$ cat config.mk
export PLATFORM = sky130hd
export DESIGN_NAME = spike_packetizer
export DESIGN_NICKNAME = d
export VERILOG_FILES = /design/src/rtl/noc_pkg.sv /design/src/rtl/packet_fifo.sv /design/src/rtl/spike_packetizer.sv
export SDC_FILE = /design/constraint.sdc
export NUM_CORES = 1
export LEC_CHECK = 0
export BUFFER_PORTS_ARGS = -buffer_cell sky130_fd_sc_hd__clkbuf_2
export CORE_UTILIZATION = 45
export DETAILED_ROUTE_END_ITERATION = 12
export PLACE_DENSITY = 0.69
export SYNTH_ARGS = -nofsm -noshare
export SYNTH_HDL_FRONTEND = slang
export SYNTH_SLANG_ARGS = --single-unit
export TNS_END_PERCENT = 50
$ cat constraint.sdc
create_clock -name clk -period 3.14 [get_ports clk]
set_input_delay 0.314 -clock clk [delete_from_list [all_inputs] [get_ports clk]]
set_output_delay 0.314 -clock clk [all_outputs]
set_load 0.02 [all_outputs]
$ cat src/rtl/noc_pkg.sv
//------------------------------------------------------------------------------
// Module      : noc_pkg
// Description : Shared NoC constants (packet/flit geometry, address field
//               positions) and the transmit serializer state type.
// Revision    : 1.0 - initial release
//------------------------------------------------------------------------------
`default_nettype none

package noc_pkg;

  localparam int unsigned PACKET_SIZE      = 32;
  localparam int unsigned FLIT_SIZE        = 4;
  localparam int unsigned FLITS_PER_PACKET = PACKET_SIZE / FLIT_SIZE;
  localparam int unsigned FLIT_CNT_WIDTH   = $clog2(FLITS_PER_PACKET);

  // Destination address fields inside a spike packet
  localparam int unsigned X_MSB = 31;
  localparam int unsigned X_LSB = 24;
  localparam int unsigned Y_MSB = 23;
  localparam int unsigned Y_LSB = 16;

  // Serializer states
  typedef enum logic [0:0] {
    ST_IDLE = 1'b0,
    ST_SEND = 1'b1
  } tx_state_t;

endpackage : noc_pkg

`default_nettype wire

$ cat src/rtl/packet_fifo.sv
//------------------------------------------------------------------------------
// Module      : packet_fifo
// Description : Single-clock show-ahead FIFO. A push into a full FIFO is
//               accepted when a pop happens on the same edge.
// Revision    : 1.0 - initial release
//------------------------------------------------------------------------------
`default_nettype none

module packet_fifo #(
  parameter int unsigned WIDTH      = 32,
  parameter int unsigned DEPTH      = 4,
  parameter int unsigned ADDR_WIDTH = 2
) (
  input  logic             clk,
  input  logic             rst_n,
  input  logic             push,
  input  logic             pop,
  input  logic [WIDTH-1:0] din,
  output logic [WIDTH-1:0] dout,
  output logic             empty,
  output logic             full
);

  localparam int unsigned CNT_W = ADDR_WIDTH + 1;

  logic [WIDTH-1:0]      r_mem [DEPTH];
  logic [ADDR_WIDTH-1:0] r_wr_ptr;
  logic [ADDR_WIDTH-1:0] r_rd_ptr;
  logic [CNT_W-1:0]      r_count;
  logic                  w_do_push;
  logic                  w_do_pop;

  // Flags are decoded from the registered count only
  assign empty = (r_count == '0);
  assign full  = (r_count == CNT_W'(DEPTH));

  assign w_do_pop  = pop && !empty;
  assign w_do_push = push && (!full || w_do_pop);

  assign dout = r_mem[r_rd_ptr];

  // Storage array; write-only on accepted pushes, no reset needed
  always_ff @(posedge clk) begin
    if (w_do_push) begin
      r_mem[r_wr_ptr] <= din;
    end
  end

  // Pointer and occupancy bookkeeping; pointers wrap since DEPTH is 2^N
  always_ff @(posedge clk or negedge rst_n) begin
    if (!rst_n) begin
      r_wr_ptr <= '0;
      r_rd_ptr <= '0;
      r_count  <= '0;
    end else begin
      if (w_do_push) begin
        r_wr_ptr <= r_wr_ptr + ADDR_WIDTH'(1);
      end
      if (w_do_pop) begin
        r_rd_ptr <= r_rd_ptr + ADDR_WIDTH'(1);
      end
      if (w_do_push && !w_do_pop) begin
        r_count <= r_count + CNT_W'(1);
      end else if (w_do_pop && !w_do_push) begin
        r_count <= r_count - CNT_W'(1);
      end
    end
  end

endmodule : packet_fifo

`default_nettype wire

$ cat src/rtl/spike_packetizer.sv
//------------------------------------------------------------------------------
// Module      : spike_packetizer
// Description : Neuron-to-router transmit path. Buffers strobed spike packets
//               in a packet FIFO and serializes them MSB-flit-first onto the
//               router local port under local_full back-pressure. Packets
//               arriving at a full FIFO are dropped and counted (saturating).
// Revision    : 1.0 - initial release
//------------------------------------------------------------------------------
`default_nettype none

module spike_packetizer #(
  parameter int unsigned PACKET_SIZE     = noc_pkg::PACKET_SIZE,
  parameter int unsigned FLIT_SIZE       = noc_pkg::FLIT_SIZE,
  parameter int unsigned FIFO_DEPTH      = 4,
  parameter int unsigned FIFO_ADDR_WIDTH = 2,
  parameter int unsigned DROP_CNT_WIDTH  = 8
) (
  input  logic                      clk,
  input  logic                      rst_n,
  input  logic [PACKET_SIZE-1:0]    packet_in,
  input  logic                      packet_valid,
  input  logic                      local_full,
  output logic [FLIT_SIZE-1:0]      flit_out,
  output logic                      flit_write_en,
  output logic                      busy,
  output logic                      fifo_full,
  output logic [DROP_CNT_WIDTH-1:0] drop_count
);

  import noc_pkg::*;

  localparam int unsigned FLITS_PER_PKT = PACKET_SIZE / FLIT_SIZE;
  localparam int unsigned CNT_W         = $clog2(FLITS_PER_PKT);
  localparam logic [CNT_W-1:0] LAST_CNT = CNT_W'(FLITS_PER_PKT - 1);

  tx_state_t               r_state;
  tx_state_t               w_state_next;
  logic [PACKET_SIZE-1:0]  r_shift;
  logic [CNT_W-1:0]        r_cnt;
  logic [DROP_CNT_WIDTH-1:0] r_drop;

  logic                    w_pop;
  logic                    w_flit_we;
  logic                    w_last_flit;
  logic                    w_drop;
  logic                    w_fifo_empty;
  logic                    w_fifo_full;
  logic [PACKET_SIZE-1:0]  w_fifo_dout;

  // Packet buffer between the neuron strobe and the serializer
  packet_fifo #(
    .WIDTH      (PACKET_SIZE),
    .DEPTH      (FIFO_DEPTH),
    .ADDR_WIDTH (FIFO_ADDR_WIDTH)
  ) u_fifo (
    .clk   (clk),
    .rst_n (rst_n),
    .push  (packet_valid),
    .pop   (w_pop),
    .din   (packet_in),
    .dout  (w_fifo_dout),
    .empty (w_fifo_empty),
    .full  (w_fifo_full)
  );

  assign w_flit_we   = (r_state == ST_SEND) && !local_full;
  assign w_last_flit = w_flit_we && (r_cnt == LAST_CNT);
  // A full FIFO still accepts when the serializer pops on the same edge
  assign w_drop      = packet_valid && w_fifo_full && !w_pop;

  // Serializer state register
  always_ff @(posedge clk or negedge rst_n) begin
    if (!rst_n) begin
      r_state <= ST_IDLE;
    end else begin
      r_state <= w_state_next;
    end
  end

  // Next state and pop decision; chained pop on the last flit avoids a bubble
  always_comb begin
    w_state_next = r_state;
    w_pop        = 1'b0;
    case (r_state)
      ST_IDLE: begin
        if (!w_fifo_empty) begin
          w_pop        = 1'b1;
          w_state_next = ST_SEND;
        end
      end
      ST_SEND: begin
        if (w_last_flit) begin
          if (!w_fifo_empty) begin
            w_pop = 1'b1;
          end else begin
            w_state_next = ST_IDLE;
          end
        end
      end
      default: w_state_next = ST_IDLE;
    endcase
  end

  // Shift register and flit counter; the final shift leaves the register zero
  always_ff @(posedge clk or negedge rst_n) begin
    if (!rst_n) begin
      r_shift <= '0;
      r_cnt   <= '0;
    end else if (w_pop) begin
      r_shift <= w_fifo_dout;
      r_cnt   <= '0;
    end else if (w_flit_we) begin
      r_shift <= r_shift << FLIT_SIZE;
      r_cnt   <= r_cnt + CNT_W'(1);
    end
  end

  // Saturating count of packets lost to overflow
  always_ff @(posedge clk or negedge rst_n) begin
    if (!rst_n) begin
      r_drop <= '0;
    end else if (w_drop && !(&r_drop)) begin
      r_drop <= r_drop + DROP_CNT_WIDTH'(1);
    end
  end

  assign flit_out      = r_shift[PACKET_SIZE-1 -: FLIT_SIZE];
  assign flit_write_en = w_flit_we;
  assign busy          = (r_state == ST_SEND) || !w_fifo_empty;
  assign fifo_full     = w_fifo_full;
  assign drop_count    = r_drop;

endmodule : spike_packetizer

`default_nettype wire

# ---- Word-level counts from Yosys, hierarchy flattened
# Memories as Yosys holds them, arrays and structs flattened.
# Index checks and enable logic that the tools add are counted.
dict set report totals {
  ff_bits 51
  latch_bits 0
  ramBits 128
  romBits 0
  in_bits 36
  output_inout_bits 15
  word_cells 52
  mem_count 1
}
dict set report op_classes {
  add_sub_neg 6
  mul 0
  n_div 0
  order_cmp 0
  eq_ne 2
  shifts 0
  n_mux 13
  bitwise_logic 1
  n_reduce_logical 22
}
# memory depth word_bits rd rd_clocked_by_memory_dff write_ports line_no
set mem_list {}
lappend mem_list {u_fifo.r_mem 4 32 1 0 1 packet_fifo.sv:26} ;# logic [WIDTH-1:0] r_mem [DEPTH];
# operator n
set ops {}
lappend ops {{$mux W32} 2}
lappend ops {{$mux W3} 4}
lappend ops {{$logic_and A1 B1 Y1} 9}
lappend ops {{$add A8 B1 Y8 const B} 1}
lappend ops {{$reduce_and A8 Y1} 1}
lappend ops {{$logic_not A1 Y1} 7}
lappend ops {{$add A3 B1 Y3 const B} 2}
lappend ops {{$eq A3 B3 Y1 const B} 2}
lappend ops {{$mux W1} 5}
lappend ops {{$add A2 B1 Y2 const B} 2}
lappend ops {{$pmux W1 S2} 2}
lappend ops {{$reduce_bool A2 Y1} 2}
lappend ops {{$logic_not A3 Y1} 1}
lappend ops {{$sub A3 B1 Y3 const B} 1}
lappend ops {{$logic_or A1 B1 Y1} 2}
lappend ops {{$not A1 Y1} 1}

# ---- Depth between registers and ports, before layout
# Gate-level depths: netlist of the first run.
dict set report depth {
  depth_word 12
  depth_mapped 12
  depth_no_buf 11
}

# ---- By module
# Synthesis of the first run repeated with hierarchy kept, for this count alone.
dict set report unflattened {
  hier_cells 401
  area_unflattened_um2 7229.4
}
# module n_inst cells_each area_per_inst_um2 seq_area_each_um2
set by_module_without_submodules {}
lappend by_module_without_submodules {packet_fifo 1 203 5094.9 4018.9}
lappend by_module_without_submodules {spike_packetizer 1 198 2134.5 1101.1}

# ---- Worst setup path after synthesis of the first run
# No wires, ideal clock.
dict set report synth_timing {
  kind {register to register}
  startpoint {register u_fifo.r_count[0]}
  endpoint {register u_fifo.r_count[1]}
  setup_time_ns 0.125
  t_arrival_ns 2.314
  required_ns 3.015
  slack_ns 0.701
  stages_incl_launch_ff 7
  path_buffers 0
  period_less_slack_ns 2.439
  path_cell_list {dfrtp_1 -> nor3b_1 -> a31oi_1 -> ha_1 -> inv_1 -> fa_1 -> mux2_2}
}
dict set report synth_via {
  elab_cells_between_ends 19
  cone_classes {add/sub: 2; eq/ne: 1; mux: 5; reduce/logical: 11}
}
# item line_no
set synth_rtl {}
lappend synth_rtl {{from (decl)} packet_fifo.sv:29} ;# logic [CNT_W-1:0] r_count;
lappend synth_rtl {{from (signal assigned)} packet_fifo.sv:63} ;# r_count <= r_count + CNT_W'(1);
lappend synth_rtl {{from (signal assigned)} packet_fifo.sv:65} ;# r_count <= r_count - CNT_W'(1);
lappend synth_rtl {{$eq A3 B3 Y1 (*)} packet_fifo.sv:35} ;# assign full = (r_count == CNT_W'(DEPTH));
lappend synth_rtl {{named net fifo_full} spike_packetizer.sv:26} ;# output logic fifo_full,
lappend synth_rtl {{$logic_not A1 Y1 (*)} packet_fifo.sv:38} ;# assign w_do_push = push && (!full || w_do_pop);
lappend synth_rtl {{$logic_or A1 B1 Y1 (*)} packet_fifo.sv:38}
lappend synth_rtl {{$logic_and A1 B1 Y1 (*)} packet_fifo.sv:38}
lappend synth_rtl {{named net u_fifo.w_do_push} packet_fifo.sv:30} ;# logic w_do_push;
lappend synth_rtl {{$logic_not A1 Y1} packet_fifo.sv:64} ;# end else if (w_do_pop && !w_do_push) begin
lappend synth_rtl {{$logic_and A1 B1 Y1} packet_fifo.sv:64}
lappend synth_rtl {{$reduce_bool A2 Y1 (no source line)} n/a}
# Mark *: on every way through the listed nets, which the timed path passes. The rest lies on a longest branch. The select of a mux whose other input is x is not followed.
# A chain may end at the register's enable or synchronous reset.

# ---- Worst setup path after layout of the first run
dict set report layout_timing {
  startpoint {register r_cnt[0]}
  endpoint {register u_fifo.r_count[2]}
}
dict set report layout_via {
  elab_chain_cells 10
  elab_cells_between_ends 13
  cone_classes {eq/ne: 1; mux: 3; reduce/logical: 9}
}
# item line_no
set layout_rtl {}
lappend layout_rtl {{from (decl)} spike_packetizer.sv:39} ;# logic [CNT_W-1:0] r_cnt;
lappend layout_rtl {{from (signal assigned)} spike_packetizer.sv:114} ;# r_cnt <= r_cnt + CNT_W'(1);
lappend layout_rtl {{$eq A3 B3 Y1 (*)} spike_packetizer.sv:67} ;# assign w_last_flit = w_flit_we && (r_cnt == LAST_CNT);
lappend layout_rtl {{$logic_and A1 B1 Y1 (*)} spike_packetizer.sv:67}
lappend layout_rtl {{$mux W1 (*)} spike_packetizer.sv:92} ;# if (w_last_flit) begin
lappend layout_rtl {{$pmux W1 S2 (*)} spike_packetizer.sv:84} ;# case (r_state)
lappend layout_rtl {{$logic_and A1 B1 Y1 (*)} packet_fifo.sv:37} ;# assign w_do_pop = pop && !empty;
lappend layout_rtl {{$logic_or A1 B1 Y1 (*)} packet_fifo.sv:38}
lappend layout_rtl {{$logic_and A1 B1 Y1 (*)} packet_fifo.sv:38}
lappend layout_rtl {{named net u_fifo.w_do_push} packet_fifo.sv:30}
lappend layout_rtl {{$logic_not A1 Y1} packet_fifo.sv:64}
lappend layout_rtl {{$logic_and A1 B1 Y1} packet_fifo.sv:64}
lappend layout_rtl {{$reduce_bool A2 Y1 (no source line)} n/a}
# Mark *: on every way through the listed nets, which the timed path passes. The rest lies on a longest branch.

==> results of run 1 <==
metrics by stage:
stage          power, W  std cells
2_1_floorplan  0.004631        405
3_3_place_gp   0.005050        654
3_5_place_dp   0.005148        654
4_1_cts        0.007347        685
5_1_grt        0.007620        685
6_report       0.007248        685
cell usage after synthesis, types with 2 or more instances:
cell / number
clkbuf_1: 9
nand2_1: 46
a2111oi_2: 2
nand2b_1: 2
nor2_1: 5
dfrtp_1: 51
mux2i_1: 30
ha_1: 8
edfxtp_1: 128
buf_4: 8
and2_1: 4
o21ai_0: 12
mux4_2: 32
buf_2: 4
inv_1: 7
nand4_1: 2
xor2_1: 7
xnor2_1: 4
o21ai_1: 21
nand3_1: 2
a21oi_1: 3
final cells by class:
type                       instances  area, sq um
clock buffer                      19        432.9
clock inverter                    12        180.2
fill                            1248         7087
inverter                           8        30.03
multi-input combinational        195         1854
sequential                       179         5121
tap                              211        264.0
timing repair buffer              61        345.3
power breakdown:
group          total, W  leakage, nW  switching [W]  internal (W)
registers       0.00344         1.83       0.000311       0.00313
clock network   0.00221        0.291       0.000874       0.00133
logic           0.00160        0.963       0.000850      0.000752
total           0.00725         3.09        0.00204       0.00521
kinds of logic (layout without fill, tap and decap cells):
logic type | count (synthesis) | count (layout) | synth area share [%]
compound gates | 43 | 43 | 3.810
flops | 179 | 179 | 71.84
fa+ha+maj | 9 | 9 | 1.685
mux | 64 | 64 | 14.64
xor+xnor | 11 | 11 | 1.352
buf+inv | 31 | 100 | 2.247
simple gates | 68 | 68 | 4.424
flip-flops by register name, summed over array words and instances, names as in the netlist:
name,cells
drop_count,8
r_cnt,3
r_shift,32
r_state,1
u_fifo.r_count,3
u_fifo.r_mem,128
u_fifo.r_rd_ptr,2
u_fifo.r_wr_ptr,2
path summary, 6_finish.rpt:
| kind | from | end |
|---|---|---|
| worst min-delay path | rst_n | drop_count[3] |
| max in group asynchronous | rst_n | r_shift[13] |
| worst max-delay path | r_cnt[0] | u_fifo.r_count[2] |
| worst min register to register | u_fifo.r_count[2] | u_fifo.r_count[2] |
| min in group clk | packet_in[17] | u_fifo.r_mem[1][17] |
| worst max register to register | r_cnt[0] | u_fifo.r_count[2] |
routing by layer:
layer	up-vias	track usage [%]
met5	-	0
met4	0	4.983
met3	15	4.466
met2	82	28.32
met1	1831	22.31
li1	1647	-
==> flow_metrics.env, run 1 <==
export IMPL_final_area_sq_um=8228
export IMPL_synth_edf_count=128
export IMPL_drv_cap=0
export IMPL_syn_nets=450
export IMPL_cts_root_buf="clkbuf_16"
export IMPL_dieArea_sq_um=16340
export IMPL_post_cts_resized=0
export IMPL_critPathSlowestCell="a31oi_1"
export IMPL_path_common_cell="ha_1"
export IMPL_drc=0
export IMPL_holdBufCountCts=0
export IMPL_rows=45
export IMPL_syn_area_per_cell_sq_um=17.60
export IMPL_start_util_pct=46.54
export IMPL_postSynthCellCount=405
export IMPL_violations="negative hold slack"
export IMPL_yosysWarningCount=0
export IMPL_grt_pass1_vias=3865
export IMPL_clockBufferDepth=2
export IMPL_slew_violations=0
export IMPL_hold_class="in2async"
export IMPL_crit_cells=10
export IMPL_n_antenna_cell=0
export IMPL_synth_top_area_share_pct=53.93
export IMPL_tns_ns=0
export IMPL_layout_common_cells="edfxtp_1, dfrtp_1, clkbuf_2, nand2_1, mux4_2"
export IMPL_status="finished with violations"
export IMPL_hpwlAfterDp_um=7639
export IMPL_port_buffers=50
export IMPL_peakVddDrop_mv=0.5237
export IMPL_finish_utilization_pct=53.73
export IMPL_cts_tree="yes"
export IMPL_worstSetupStartpointType="register"
export IMPL_grt_max_degree=70
export IMPL_fin_skew_ns=0.004631
export IMPL_path_class="reg2reg"
export IMPL_die_h_um=127.8
export IMPL_slowest_delay_ns=0.54
export IMPL_rsz0062_at_grt="false"
export IMPL_ys_types=39
export IMPL_finalSetupViolCount=0
export IMPL_worstPathMaxFanout=8
export IMPL_pin_count=51
export IMPL_routed_wl_met2_um=6302
export IMPL_crit_family="adder cells"
export IMPL_cts_buffers=17
export IMPL_synth_seq_cells=179
export IMPL_hold_viol=19
export IMPL_cts_max_level=4
export IMPL_gp_congestion=0.7050
export IMPL_dr_wl_met3_um=528
export IMPL_holdWs_ns=-0.01762
export IMPL_core_region_area_sq_um=15310
export IMPL_grt_pass1_wl_um=20550
export IMPL_grt_ovfl_total=0
export IMPL_path_cells="ha_1 > ha_1 > nand2b_2 > a31oi_1 > ha_1 > inv_1 > fa_1 > xor2_1 > nor2_1 > xor2_1"
export IMPL_max_slew_worst_pin_slew_ns=0.8447
export IMPL_avgViaCountPerCell=5.219
export IMPL_pre_cts_slack_ns=0.5415
export IMPL_ant_nets=0
export IMPL_globalRouteTotalUtil_pct=17.09
export IMPL_layout_commonest_cell="edfxtp_1"
export IMPL_postPlaceCellArea_sq_um=7615
export IMPL_detail_route_wl_per_cell_um=18.19
export IMPL_finalWirelength_um=12460
export IMPL_period_minus_slack_ns=2.589
export IMPL_final_nets=507
export IMPL_finalWorstSetupSlack_ns=0.5509
export IMPL_relSlewSlack_pct=43.69
export IMPL_route_vias_total=3575
export IMPL_synth_top_area_cell="edfxtp_1"
export IMPL_endpoint_kind="register"
export IMPL_period_share_pct=82.46
export IMPL_yosys_most_used_dff="edfxtp_1"
export IMPL_clock_latency_ns=0.42
export IMPL_p_per_area_nw_per_um2=880.9
export IMPL_drive_above_1_share_pct=27.43
export IMPL_wl_met1_um=5482
export IMPL_die_w_um=127.8
export IMPL_leakage_nw=3.088
export IMPL_cts_clk_slew_worst_paths_ns=0.07
export IMPL_antenna_found_initial=0
export IMPL_yosysSeqAreaShare_pct=71.84
export IMPL_synthTopCellsByArea="edfxtp_1, dfrtp_1, mux4_2"
export IMPL_rr_worst_depth=10
export IMPL_drt_pre_antenna_iters=4
export IMPL_syn_to_final_growth_pct=15.45
export IMPL_cts_sinks=179
export IMPL_max_freq_mhz=386.2
export IMPL_synth_cell_area_sq_um=7127
export IMPL_r2r_slack_ns=0.55
export IMPL_required_ns=3.49
export IMPL_top_layer="met4"
export IMPL_drt_initial_drc_count=194
export IMPL_async_flop_share_pct=28.49
export IMPL_post_cts_setup_buffer_count=0
export IMPL_arrival_ns=2.94
export IMPL_path_buf_inv=1
(Power assumes the default switching activity.)
==> run 2: changes to the inputs <==
ABC_AREA = 1   (was unset)
PLACE_DENSITY = 0.72   (was 0.69)
clock period = 2.1 ns   (was 3.14 ns; I/O delays follow)
==> flow_metrics.env, run 2 <==
export IMPL_async_flop_share_pct=28.49
export IMPL_post_cts_setup_buffer_count=0
export IMPL_layout_commonest_cell="nand2_1"
export IMPL_synth_edf_count=128
export IMPL_path_cells="ha_2 > ha_1 > nand2_1 > nand2_2 > nor2_4 > nor2_4 > inv_4 > nor2_4"
export IMPL_ant_nets=0
export IMPL_r2r_start="r_cnt[0]"
export IMPL_slowest_delay_ns=0.77
export IMPL_period_minus_slack_ns=2.195
export IMPL_largest_reg_flops=128
export IMPL_pin_count=51
export IMPL_synth_top_area_cell="edfxtp_1"
export IMPL_clockBufferDepth=2
export IMPL_dr_wl_met3_um=664
export IMPL_detail_route_wl_per_cell_um=14.35
export IMPL_relSlewSlack_pct=30.77
export IMPL_period_share_pct=104.5
export IMPL_synth_top_area_share_pct=51.43
export IMPL_die_w_um=130.9
export IMPL_grt_pass1_wl_um=23050
export IMPL_cts_tree="yes"
export IMPL_grt_max_degree=52
export IMPL_fill_cells=1346
export IMPL_synth_most_common_cell="nand2_1"
export IMPL_port_buffers=50
export IMPL_arrival_ns=2.24
export IMPL_path_common_cell="nor2_4"
export IMPL_rows=46
export IMPL_largest_register="u_fifo.r_mem"
export IMPL_required_ns=2.15
export IMPL_path_class="reg2reg"
export IMPL_route_vias_total=4933
export IMPL_hpwlAfterDp_um=8366
export IMPL_drive_above_1_share_pct=15.80
export IMPL_core_region_area_sq_um=16060
export IMPL_drt_pre_antenna_iters=4
export IMPL_peakVddDrop_mv=0.8269
export IMPL_cts_clk_slew_worst_paths_ns=0.06
export IMPL_wl_met1_um=6437
export IMPL_cts_root_buf="clkbuf_16"
export IMPL_cts_sinks=179
export IMPL_antenna_found_initial=0
export IMPL_syn_to_final_growth_pct=17.83
export IMPL_avgViaCountPerCell=4.993
export IMPL_dieArea_sq_um=17130
export IMPL_final_nets=804
export IMPL_hold_class="in2reg"
export IMPL_start_util_pct=46.54
export IMPL_synth_seq_cells=179
export IMPL_dp_cells=937
export IMPL_p_per_area_nw_per_um2=1274
export IMPL_hold_start="packet_in[9]"
export IMPL_leakage_nw=3.635
export IMPL_synth_cell_area_sq_um=7473
export IMPL_max_slew_worst_pin_slew_ns=1.036
export IMPL_drt_initial_drc_count=413
export IMPL_finish_utilization_pct=54.84
export IMPL_rr_worst_depth=8
export IMPL_ys_types=25
export IMPL_top_layer="met4"
export IMPL_drc=0
export IMPL_final_cells=988
export IMPL_drv_cap=0
export IMPL_fin_skew_ns=0.01025
export IMPL_yosysWarningCount=0
export IMPL_max_freq_mhz=455.6
export IMPL_endpoint_kind="register"
export IMPL_finalSetupViolCount=129
export IMPL_netlist_top_cells_count="nand2_1, edfxtp_1, nand3_1, nor2_1"
export IMPL_critPathSlowestCell="nor2_4"
export IMPL_gp_congestion=0.7509
export IMPL_final_area_sq_um=8806
export IMPL_syn_area_per_cell_sq_um=10.85
export IMPL_holdWs_ns=0.008237
export IMPL_grt_ovfl_total=0
export IMPL_routed_wl_met2_um=6901
export IMPL_slew_violations=0
export IMPL_globalRouteTotalUtil_pct=17.99
export IMPL_syn_nets=734
export IMPL_status="finished with violations"
export IMPL_yosysSeqAreaShare_pct=68.51
export IMPL_hold_viol=0
export IMPL_finalWorstSetupSlack_ns=-0.09513
export IMPL_cts_max_level=4
export IMPL_postPlaceCellArea_sq_um=8001
export IMPL_rsz0062_at_grt="true"
export IMPL_worstHoldEndpoint="u_fifo.r_mem[0][9]"
export IMPL_layout_common_cells="nand2_1, edfxtp_1, nand3_1"
export IMPL_die_h_um=130.9
export IMPL_clock_latency_ns=0.43
export IMPL_grt_pass1_vias=4757
export IMPL_rr_endpoint="u_fifo.r_mem[0][6]"
export IMPL_worstPathMaxFanout=32
export IMPL_postSynthCellCount=689
export IMPL_synthTopCellsByArea="edfxtp_1, dfrtp_1, nand2_1"
export IMPL_cts_buffers=17
export IMPL_yosys_most_used_dff="edfxtp_1"
export IMPL_violations="negative setup slack"
export IMPL_finalWirelength_um=14180
export IMPL_worstSetupStartpointType="register"
export IMPL_hold_depth=1
export IMPL_r2r_slack_ns=-0.1
export IMPL_n_antenna_cell=0
-- run 2: cell types whose count changed in the layout (fill, tap and decap cells not counted), sizes merged, moves of 30 or more --
| cell | previous run | this run |
|---|---|---|
| nand2 | 46 | 205 |
| nand3 | 3 | 87 |
| mux4 | 32 | 0 |
| nor2 | 6 | 59 |
| o21ai | 33 | 72 |
| mux2i | 30 | 0 |
-- run 2: worst max path at each step --
stage,from,endpoint,slack (ns),cells past startpoint
CTS,r_cnt[0],u_fifo.r_mem[0][11],-0.14,8
floorplan,r_cnt[0],u_fifo.r_count[1],-0.005,10
global route,r_cnt[0],u_fifo.r_mem[3][14],-0.26,8
global placement,r_cnt[0],u_fifo.r_mem[0][12],-0.10,8
detailed placement,r_cnt[0],u_fifo.r_mem[0][12],-0.15,8
finish,r_cnt[0],u_fifo.r_mem[0][6],-0.1,8
-- run 2: area by class of cell --
type                            count  area, sq um  area share, %
Inverter                           25        96.34          1.094
Clock inverter                     13        148.9          1.691
Multi-Input combinational cell    446         2086          23.69
Tap cell                          216        270.3          3.069
Timing Repair Buffer               90        630.6          7.161
Sequential cell                   179         5121          58.16
Clock buffer                       19        452.9          5.143
-- run 2: timing repair --
item	in CTS	in global routing
endpoints found under the hold margin	116	0
pin swaps	5	0
hold buffers	19	0
endpoints found under the setup margin	130	154
cloned	0	0
resized for setup	1	3
-- run 2: report_power, final --
group / leakage, nW / total [W] / internal (W) / switching, W
combinational: 1.51 / 0.00308 / 0.00102 / 0.00205
clock: 0.282 / 0.00319 / 0.00183 / 0.00135
sequential: 1.84 / 0.00495 / 0.00466 / 0.000295
total: 3.63 / 0.0112 / 0.00752 / 0.00370
-- run 2: logic make-up (layout without fill, tap and decap cells) --
group,after synthesis,after routing,share of synthesized area (%)
AOI/OAI and AO/OA,73,73,4.889
buffers and inverters,64,147,4.420
xor gates and xnor gates,7,7,0.8204
adders and majority gates,9,9,1.607
and+or+nand+nor,356,356,19.60
muxes,1,1,0.1507
DFF,179,179,68.51
-- run 2: metrics by stage --
| stage | power [W] | worst slack, ns | TNS (ns) |
|---|---|---|---|
| final | 0.01122 | -0.09513 | -7.722 |
| after global routing | 0.01189 | -0.2583 | -29.88 |
| after CTS | 0.01130 | -0.1388 | -13.70 |
| after detailed placement | 0.008084 | -0.1489 | -15.97 |
| after global placement | 0.007989 | -0.1040 | -11.85 |
| after floorplan | 0.007255 | -0.004764 | -0.004764 |
-- run 2: worst max-delay path: cells and delay by family, from the launching register on --
family / cells / cell delay (ns)
buffers and inverters: 1 / 0.08
adders and majority gates: 2 / 0.29
and+or+nand+nor: 5 / 1.05
DFF: 1 / 0.35
-- run 2: per-layer routing --
metal	up-vias	global-route usage, %
met3	15	4.194
met4	0	5.950
li1	2471	-
met5	-	0
met2	109	30.91
met1	2338	22.42
==> run 3: changes to the inputs <==
clock period = 1.76 ns   (was 2.1 ns; I/O delays follow)
==> flow_metrics.env, run 3 (synthesis gave the netlist of run 2 again) <==
export IMPL_arrival_ns=2.42
export IMPL_antenna_found_initial=0
export IMPL_rr_worst_depth=10
export IMPL_period_minus_slack_ns=2.095
export IMPL_worstPathMaxFanout=2
export IMPL_peakVddDrop_mv=0.9946
export IMPL_cts_clk_slew_worst_paths_ns=0.07
export IMPL_drc=0
export IMPL_p_per_area_nw_per_um2=1499
export IMPL_core_region_area_sq_um=16060
export IMPL_grt_pass1_vias=5268
export IMPL_die_h_um=130.9
export IMPL_gp_congestion=0.7508
export IMPL_finalSetupViolCount=134
export IMPL_tns_ns=-28.67
export IMPL_period_share_pct=119.0
export IMPL_hold_depth=3
export IMPL_dieArea_sq_um=17130
export IMPL_layout_commonest_cell="nand2_1"
export IMPL_cts_sinks=179
export IMPL_endpoint_kind="register"
export IMPL_slew_violations=0
export IMPL_power_w=0.01463
export IMPL_path_cells="ha_2 > ha_2 > nand2_1 > nand2_2 > nor2_4 > nor2_4 > ha_4 > inv_2 > fa_2 > mux2_2"
export IMPL_hold_viol=0
export IMPL_syn_to_final_growth_pct=30.62
export IMPL_n_antenna_cell=0
export IMPL_slowest_delay_ns=0.42
export IMPL_largest_reg_flops=128
export IMPL_final_cells=1045
export IMPL_final_nets=861
export IMPL_cts_tree="yes"
export IMPL_clockBufferDepth=2
export IMPL_detail_route_wl_per_cell_um=15.99
export IMPL_grt_max_degree=52
export IMPL_max_slew_worst_pin_slew_ns=0.3772
export IMPL_drt_initial_drc_count=336
export IMPL_port_buffers=50
export IMPL_pre_cts_slack_ns=-0.3315
export IMPL_pin_count=51
export IMPL_die_w_um=130.9
export IMPL_route_vias_total=5383
export IMPL_rsz0062_at_grt="true"
export IMPL_ant_nets=0
export IMPL_finalWorstSetupSlack_ns=-0.3352
export IMPL_grt_ovfl_total=0
export IMPL_path_class="reg2reg"
export IMPL_leakage_nw=4.073
export IMPL_status="finished with violations"
export IMPL_avgViaCountPerCell=5.151
export IMPL_fin_skew_ns=0.01181
export IMPL_clock_latency_ns=0.45
export IMPL_max_freq_mhz=477.3
export IMPL_grt_pass1_wl_um=25620
export IMPL_required_ns=2.08
export IMPL_relSlewSlack_pct=74.85
export IMPL_critPathSlowestCell="fa_2"
export IMPL_finalWirelength_um=16710
export IMPL_layout_common_cells="nand2_1, edfxtp_1, nand3_1"
export IMPL_violations="negative setup slack"
export IMPL_cts_max_level=4
export IMPL_globalRouteTotalUtil_pct=20.33
export IMPL_hold_class="in2reg"
export IMPL_drive_above_1_share_pct=20.99
export IMPL_hpwlAfterDp_um=8883
export IMPL_cts_buffers=17
export IMPL_r2r_slack_ns=-0.34
export IMPL_cts_root_buf="clkbuf_16"
export IMPL_rr_endpoint="u_fifo.r_count[1]"
export IMPL_worstHoldEndpoint="drop_count[0]"
export IMPL_holdWs_ns=0.01315
export IMPL_r2r_start="r_cnt[1]"
export IMPL_largest_register="u_fifo.r_mem"
export IMPL_drt_pre_antenna_iters=5
export IMPL_rows=46
export IMPL_start_util_pct=46.54
export IMPL_drv_cap=0
export IMPL_worstSetupStartpointType="register"
export IMPL_hold_start="packet_valid"
export IMPL_dp_cells=950
run 3: changes by cell type in the layout (fill, tap and decap cells not counted), moves of 3 or more:
cell and delta:
buf_12 +14, buf_16 +6, buf_4 +6, buf_6 +8, buf_8 +4, clkbuf_16 +5
clkinv_8 +4, clkinvlp_4 -3, dlygate4sd3_1 +14, inv_6 +5, nand3_1 -3
run 3: how the worst max path moves through the flow:
stage          startpoint                   to  slack, ns  cells past startpoint
6_report         r_cnt[1]    u_fifo.r_count[1]      -0.34                     10
5_1_grt          r_cnt[0]  u_fifo.r_mem[1][10]      -0.40                     11
4_1_cts          r_cnt[0]    u_fifo.r_count[1]      -0.29                     10
3_5_place_dp     r_cnt[1]    u_fifo.r_count[1]      -0.33                     10
3_3_place_gp     r_cnt[1]    u_fifo.r_count[1]      -0.29                     10
2_1_floorplan    r_cnt[0]    u_fifo.r_count[1]      -0.33                     10
run 3: through the flow:
step	util, %	instance area, sq um
finish	60.79	9762
global route	60.79	9762
CTS	59.36	9532
detailed placement	51.32	8242
global placement	51.32	8242
floorplan	-	7545
run 3: timing repair:
action                                 in CTS  in global routing
buffers inserted                           17                  8
endpoints found under the hold margin     179                  0
hold buffers                               33                  0
gates cloned                                6                  6
resized for setup                          19                 30
pin swaps                                   6                  5
setup endpoints to repair                 169                176
run 3: critical path: cells and delay by family (launching register included):
kind | cells | cell delay (ns)
fa+ha+maj | 4 | 0.90
mux | 1 | 0.27
simple gates | 4 | 0.36
flops | 1 | 0.38
buf+inv | 1 | 0.06
run 3: area by class of cell:
cell class	instances	area (sq um)
Timing Repair Buffer	147	1536
Tap cell	216	270.3
Multi-Input combinational cell	446	2141
Clock inverter	15	158.9
Sequential cell	179	5121
Fill cell	1230	6296
Inverter	25	108.9
Clock buffer	17	425.4
run 3: where the power goes:
part | internal [W] | switching, W | leakage, nW | total (W)
Combinational | 0.00216 | 0.00287 | 1.95 | 0.00503
Sequential | 0.00554 | 0.000368 | 1.84 | 0.00591
Clock | 0.00189 | 0.00179 | 0.283 | 0.00369
run 3: layer usage:
layer	up-vias	GRT usage [%]	wire length [um]
met1	2595	24.26	7073
met3	17	4.560	818
met5	-	0	0
met4	0	7.099	231
li1	2603	-	-
met2	168	36.13	8590
